$ cat config.mk
export PLATFORM = sky130hd
export DESIGN_NAME = menu_input_ctl_flat
export DESIGN_NICKNAME = d
export VERILOG_FILES = /design/src/rtl/menu_input_ctl_if.sv /design/src/rtl/menu_input_ctl.sv /design/src/flat_wrapper.sv
export SDC_FILE = /design/constraint.sdc
export NUM_CORES = 1
export LEC_CHECK = 0
export CAP_MARGIN = 20
export CORE_MARGIN = 3
export CORE_UTILIZATION = 62
export CTS_CLUSTER_DIAMETER = 100
export DETAILED_ROUTE_END_ITERATION = 8
export PLACE_DENSITY = 0.95
export SYNTH_ARGS = -nofsm -noshare
export SYNTH_HDL_FRONTEND = slang
export SYNTH_SLANG_ARGS = --single-unit
$ cat constraint.sdc
create_clock -name clk -period 4.7 [get_ports clk]
set_input_delay 0.47 -clock clk [delete_from_list [all_inputs] [get_ports clk]]
set_output_delay 0.47 -clock clk [all_outputs]
set_load 0.03 [all_outputs]
$ cat src/rtl/menu_input_ctl_if.sv
// Bundles the board buttons, the game-over pulse and the menu state that is
// shared between the menu controller, the menu renderer and the game core.
interface menu_input_ctl_if;
  logic        btn_up;
  logic        btn_down;
  logic        btn_select;
  logic        game_over;
  logic [1:0]  cursor;
  logic        difficulty;
  logic [11:0] color1;
  logic [11:0] color2;
  logic        start_game;
  logic        game_active;

  modport master (
    output btn_up, btn_down, btn_select, game_over,
    input  cursor, difficulty, color1, color2, start_game, game_active
  );

  modport slave (
    input  btn_up, btn_down, btn_select, game_over,
    output cursor, difficulty, color1, color2, start_game, game_active
  );
endinterface

$ cat src/rtl/menu_input_ctl.sv
// Menu controller: syncs, debounces and edge-detects three buttons, then runs the MENU/PLAYING FSM.
// Press pulse lands DEBOUNCE_CYCLES+3 clocks after the sampling edge; no backpressure, all outputs registered.
module menu_input_ctl #(
  parameter int DEBOUNCE_CYCLES = 650000,
  parameter int CNT_W           = 20
) (
  input logic          clk,
  input logic          rst,
  menu_input_ctl_if.slave bus
);

  typedef enum logic {
    MENU    = 1'b0,
    PLAYING = 1'b1
  } state_t;

  localparam logic [CNT_W-1:0] CNT_LAST = CNT_W'(DEBOUNCE_CYCLES - 1);
  localparam int BTN_UP  = 0;
  localparam int BTN_DN  = 1;
  localparam int BTN_SEL = 2;

  logic [2:0]       raw;
  logic [2:0]       sync1;
  logic [2:0]       sync2;
  logic [2:0]       db;
  logic [2:0]       lvl_q;
  logic [2:0]       lvl_q2;
  logic [2:0]       press;
  logic [CNT_W-1:0] cnt [3];

  state_t      state;
  logic [1:0]  cursor;
  logic [1:0]  cur_norm;
  logic        difficulty;
  logic [1:0]  pal_idx;
  logic [11:0] color1;
  logic [11:0] color2;
  logic        start_game;
  logic        game_active;

  assign raw = {bus.btn_select, bus.btn_down, bus.btn_up};

  always_ff @(posedge clk or posedge rst) begin
    if (rst) begin
      sync1  <= '0;
      sync2  <= '0;
      db     <= '0;
      lvl_q  <= '0;
      lvl_q2 <= '0;
      press  <= '0;
      for (int i = 0; i < 3; i++) begin
        cnt[i] <= '0;
      end
    end else begin
      sync1  <= raw;
      sync2  <= sync1;
      // Any sample matching the debounced level restarts the count.
      for (int i = 0; i < 3; i++) begin
        if (sync2[i] != db[i]) begin
          if (cnt[i] == CNT_LAST) begin
            db[i]  <= sync2[i];
            cnt[i] <= '0;
          end else begin
            cnt[i] <= cnt[i] + 1'b1;
          end
        end else begin
          cnt[i] <= '0;
        end
      end
      lvl_q  <= db;
      lvl_q2 <= lvl_q;
      press  <= lvl_q & ~lvl_q2;
    end
  end

  // The unreachable cursor value 3 navigates as if it were START.
  always_comb begin
    cur_norm = cursor;
    if (cursor == 2'd3) begin
      cur_norm = 2'd0;
    end
  end

  always_ff @(posedge clk or posedge rst) begin
    if (rst) begin
      state       <= MENU;
      cursor      <= 2'd0;
      difficulty  <= 1'b0;
      pal_idx     <= 2'd0;
      start_game  <= 1'b0;
      game_active <= 1'b0;
    end else begin
      start_game <= 1'b0;
      case (state)
        MENU: begin
          if (press[BTN_SEL]) begin
            case (cur_norm)
              2'd0: begin
                start_game  <= 1'b1;
                game_active <= 1'b1;
                state       <= PLAYING;
              end
              2'd1:    difficulty <= ~difficulty;
              default: pal_idx    <= pal_idx + 2'd1;
            endcase
          end else if (press[BTN_UP] && !press[BTN_DN]) begin
            cursor <= (cur_norm == 2'd0) ? 2'd2 : cur_norm - 2'd1;
          end else if (press[BTN_DN] && !press[BTN_UP]) begin
            cursor <= (cur_norm == 2'd2) ? 2'd0 : cur_norm + 2'd1;
          end
        end
        PLAYING: begin
          if (bus.game_over) begin
            state       <= MENU;
            game_active <= 1'b0;
            cursor      <= 2'd0;
          end
        end
        default: state <= MENU;
      endcase
    end
  end

  always_ff @(posedge clk or posedge rst) begin
    if (rst) begin
      color1 <= 12'hFFF;
      color2 <= 12'h000;
    end else begin
      case (pal_idx)
        2'd0: begin color1 <= 12'hFFF; color2 <= 12'h000; end
        2'd1: begin color1 <= 12'h0F0; color2 <= 12'h000; end
        2'd2: begin color1 <= 12'hFF0; color2 <= 12'h00F; end
        default: begin color1 <= 12'h000; color2 <= 12'hFFF; end
      endcase
    end
  end

  assign bus.cursor      = cursor;
  assign bus.difficulty  = difficulty;
  assign bus.color1      = color1;
  assign bus.color2      = color2;
  assign bus.start_game  = start_game;
  assign bus.game_active = game_active;

endmodule

$ cat src/flat_wrapper.sv
// flat-port wrapper written by rule: the top's interface ports become plain ports
module menu_input_ctl_flat 
#(
  parameter int DEBOUNCE_CYCLES = 650000,
  parameter int CNT_W           = 20
)
  (clk, rst, bus_btn_up, bus_btn_down, bus_btn_select, bus_game_over, bus_cursor, bus_difficulty, bus_color1, bus_color2, bus_start_game, bus_game_active);
  menu_input_ctl_if bus_i ();
  input logic clk;
  input logic rst;
  input wire logic [$bits(bus_i.btn_up)-1:0] bus_btn_up;
  input wire logic [$bits(bus_i.btn_down)-1:0] bus_btn_down;
  input wire logic [$bits(bus_i.btn_select)-1:0] bus_btn_select;
  input wire logic [$bits(bus_i.game_over)-1:0] bus_game_over;
  output wire logic [$bits(bus_i.cursor)-1:0] bus_cursor;
  output wire logic [$bits(bus_i.difficulty)-1:0] bus_difficulty;
  output wire logic [$bits(bus_i.color1)-1:0] bus_color1;
  output wire logic [$bits(bus_i.color2)-1:0] bus_color2;
  output wire logic [$bits(bus_i.start_game)-1:0] bus_start_game;
  output wire logic [$bits(bus_i.game_active)-1:0] bus_game_active;
  assign bus_i.btn_up = bus_btn_up;
  assign bus_i.btn_down = bus_btn_down;
  assign bus_i.btn_select = bus_btn_select;
  assign bus_i.game_over = bus_game_over;
  assign bus_cursor = bus_i.cursor;
  assign bus_difficulty = bus_i.difficulty;
  assign bus_color1 = bus_i.color1;
  assign bus_color2 = bus_i.color2;
  assign bus_start_game = bus_i.start_game;
  assign bus_game_active = bus_i.game_active;
  menu_input_ctl #(.DEBOUNCE_CYCLES(DEBOUNCE_CYCLES), .CNT_W(CNT_W)) u_core (.clk(clk), .rst(rst), .bus(bus_i));
endmodule
==> results_dict.tcl <==
set metrics [dict create \
    run_status "finished clean" \
    cts_max_path_buffers 2 \
    crit_required_ns 4.91 \
    design.core.area_sq_mm 0.00649 \
    layout_setup_ws_ns 2.28 \
    overflow 0 \
    finalPower_mw 1.39 \
    avgRoutedWirePerCell_um 14.9 \
    antenna_found_initial 0 \
    final_cells 503 \
    min_path_type "reg2reg" \
    cp_data_arrival_time_ns 2.63 \
    postCtsSetupBuffers 0 \
    yosysWarningCount 0 \
    worst-r2r-setup-slack_ns 2.28 \
    syn_area_per_cell_sq_um 10.5 \
    grt_pass1_wl_mm 13.6 \
    place_ws_ns 2.35 \
    first_iter_violations 182 \
    path_max_fanout 20 \
    use_met2 0.374 \
    irDropWorstVdd_mv 0.284 \
    cts_hold_buf 0 \
    synth-seq-area-share 0.539 \
    hold_path_end "u_core.sync2[2]$_DFF_PP0_" \
    holdWs_ns 0.360 \
    die_area_sq_mm 0.00785 \
    layout_commonest_cell "dfrtp_1" \
    endpoint_kind "register" \
    startpoint_type "register" \
    utilization 0.723 \
    hold_viol 0 \
    gp_congestion 0.828 \
    finalCritPeriodShare 0.514 \
    synth-seq-cells 91 \
    fin_skew_ns 0.0107 \
    drc 0 \
    drt_first_pass_iters 4 \
    vias_per_cell 5.88 \
    htree_num_levels 3 \
    fin_setup_tns_ns 0 \
    dp_hpwl_mm 5.13 \
    antenna_cells 0 \
    synth.distinct_cells 38 \
    grt_max_degree 52 \
    gr-max-usage-layer "met2" \
    vias 2958 \
    report.final.slew_viol_count 0 \
    clock_sinks 91 \
    slew_headroom 0.436 \
    grt_use_met1 0.281 \
    area_growth_pct 11.0 \
    port_buffers 34 \
    synthTopCellsByArea "dfrtp_1 (52%), xor2_1 (5.2%), nor2_1 (4.4%), xnor2_1 (3.9%), buf_4 (3.4%)" \
    start_util 0.652 \
    fin_nets 436 \
    io_pins 35 \
    leakage_nw 2.05 \
    post-place-cells 487 \
    cap_viol_max_count 0 \
    synth_cells 402 \
    yosys.area.top_type "dfrtp_1" \
    grt_pass1_vias 3007 \
    postPlaceCellArea_sq_mm 0.00450 \
    cts.clk_slew.worst_paths_ns 0.09 \
    grt.total_usage 0.227 \
    hp-start "u_core.sync1[2]$_DFF_PP0_" \
    mostFrequentLayoutCells "dfrtp_1 (88), nor2_1 (50), clkdlybuf4s50_1 (34), xor2_1 (25), nand2_1 (22)" \
    fmax_mhz 414 \
    period_minus_slack_ns 2.42 \
    cts_tree "done" \
    yosys.area.top_type_share 0.520 \
    ctsRootBufferMaster "clkbuf_8" \
    use_met3 0.0661 \
    rr_startpoint "u_core.cnt[0]$_DFF_PP0_" \
    fp.dieH_um 88.6 \
    holdPathStages 0 \
    clk_latency_ns 0.36 \
    syn-cell-area_sq_mm 0.00423 \
    p_per_area_mw_per_mm2 296 \
    syn_nets 417 \
    ant_nets 0 \
    rsz0062_at_grt "no" \
    critical_path_class "reg2reg" \
    cts_buffers 9 \
    final_area_sq_mm 0.00470 \
    drive_gt1_frac 0.0845 \
    cts-resized-gates 0 \
    num_rows 29 \
    r2r-end "u_core.cnt[16]$_DFF_PP0_" \
    worst_slew_pin_slew_ns 0.845 \
    worstRegToRegCells 5 \
    finalSetupViolCount 0 \
    die_w_um 88.6 \
    routed_wirelength_mm 7.51 \
]
==> synth_stat cells <==
| cell type | n |
|---|---|
| a21oi_1 | 17 |
| and2_1 | 2 |
| and3_1 | 6 |
| and4_1 | 7 |
| and4_2 | 1 |
| buf_2 | 2 |
| buf_4 | 19 |
| buf_6 | 2 |
| clkbuf_1 | 6 |
| dfrtp_1 | 88 |
| dfstp_2 | 3 |
| ha_1 | 9 |
| inv_1 | 14 |
| mux2_2 | 5 |
| mux2i_1 | 1 |
| nand2_1 | 22 |
| nand2b_1 | 2 |
| nand3_1 | 20 |
| nand3b_1 | 1 |
| nand4_1 | 17 |
| nand4_4 | 1 |
| nand4b_1 | 3 |
| nor2_1 | 50 |
| nor2b_1 | 4 |
| nor3_1 | 6 |
| nor4_1 | 5 |
| o21ai_0 | 15 |
| o21ai_2 | 1 |
| o31a_1 | 1 |
| o31ai_1 | 4 |
| o41ai_1 | 1 |
| or2_2 | 1 |
| or3_1 | 14 |
| or4_1 | 4 |
| or4_4 | 3 |
| or4b_2 | 1 |
| xnor2_1 | 19 |
| xor2_1 | 25 |
==> logic make-up after synthesis <==
family	Yosys count	synth area share
AO/OA/AOI/OAI	39	0.0512
XOR/XNOR	44	0.0911
adder cells (fa/ha/maj)	9	0.0266
buffers and inverters	43	0.0591
flip-flops	91	0.539
multiplexers	6	0.0157
AND/OR/NAND/NOR	170	0.217
==> layer usage <==
metal  wire length (um)  vias to the layer above
met3                392                       19
met2               3820                       99
met5                  0                        -
met4                196                        0
met1               3100                     1431
li1                   -                     1409
==> registers in the layout, indices dropped and copies added, names as in the netlist <==
register,flops
u_core.cnt,60
u_core.bus.color1,3
u_core.db,3
u_core.lvl_q2,3
u_core.lvl_q,3
u_core.press,3
u_core.sync1,3
u_core.sync2,3
u_core.bus.color2,2
u_core.bus.cursor,2
u_core.pal_idx,2
u_core.bus.difficulty,1
u_core.bus.game_active,1
u_core.bus.start_game,1
u_core.state,1
==> layout make-up <==
cell class              count  area, sq um
flip-flops and latches     91         2280
repair buffers             37          363
well taps                  77         96.3
clock buffers              11          141
inverters                  14         53.8
clock inverters             5         52.6
fillers                   434         1800
multi-input cells         268         1710
==> how the worst max path moves through the flow <==
| stage | from | to | slack, ns | depth (start not counted) |
|---|---|---|---|---|
| after detailed placement | u_core.cnt[0]$_DFF_PP0_ | u_core.cnt[16]$_DFF_PP0_ | 2.35 | 5 |
| after floorplan | rst | u_core.bus.color2[10]$_DFF_PP0_ | 1.87 | 1 |
| after global routing | u_core.cnt[0]$_DFF_PP0_ | u_core.cnt[5]$_DFF_PP0_ | 2.07 | 5 |
| after global placement | u_core.cnt[7]$_DFF_PP0_ | u_core.cnt[9]$_DFF_PP0_ | 2.43 | 4 |
| final | u_core.cnt[0]$_DFF_PP0_ | u_core.cnt[16]$_DFF_PP0_ | 2.28 | 5 |
| after CTS | u_core.cnt[0]$_DFF_PP0_ | u_core.cnt[16]$_DFF_PP0_ | 2.33 | 5 |
==> power by group <==
group | switching [mW] | internal, mW | leakage [nW]
combinational | 0.0409 | 0.0213 | 0.713
clock | 0.264 | 0.258 | 0.0991
sequential | 0.0104 | 0.794 | 1.24
total | 0.315 | 1.07 | 2.05
==> worst max-delay path, cell delays in order (launching register included) <==
cell and delay (ns):
dfrtp_1 0.42, ha_1 0.23, nand3_1 0.24, or4_4 0.62
o21ai_2 0.64, nor2_1 0.13
Note: power is estimated with default switching activity, not from simulation.
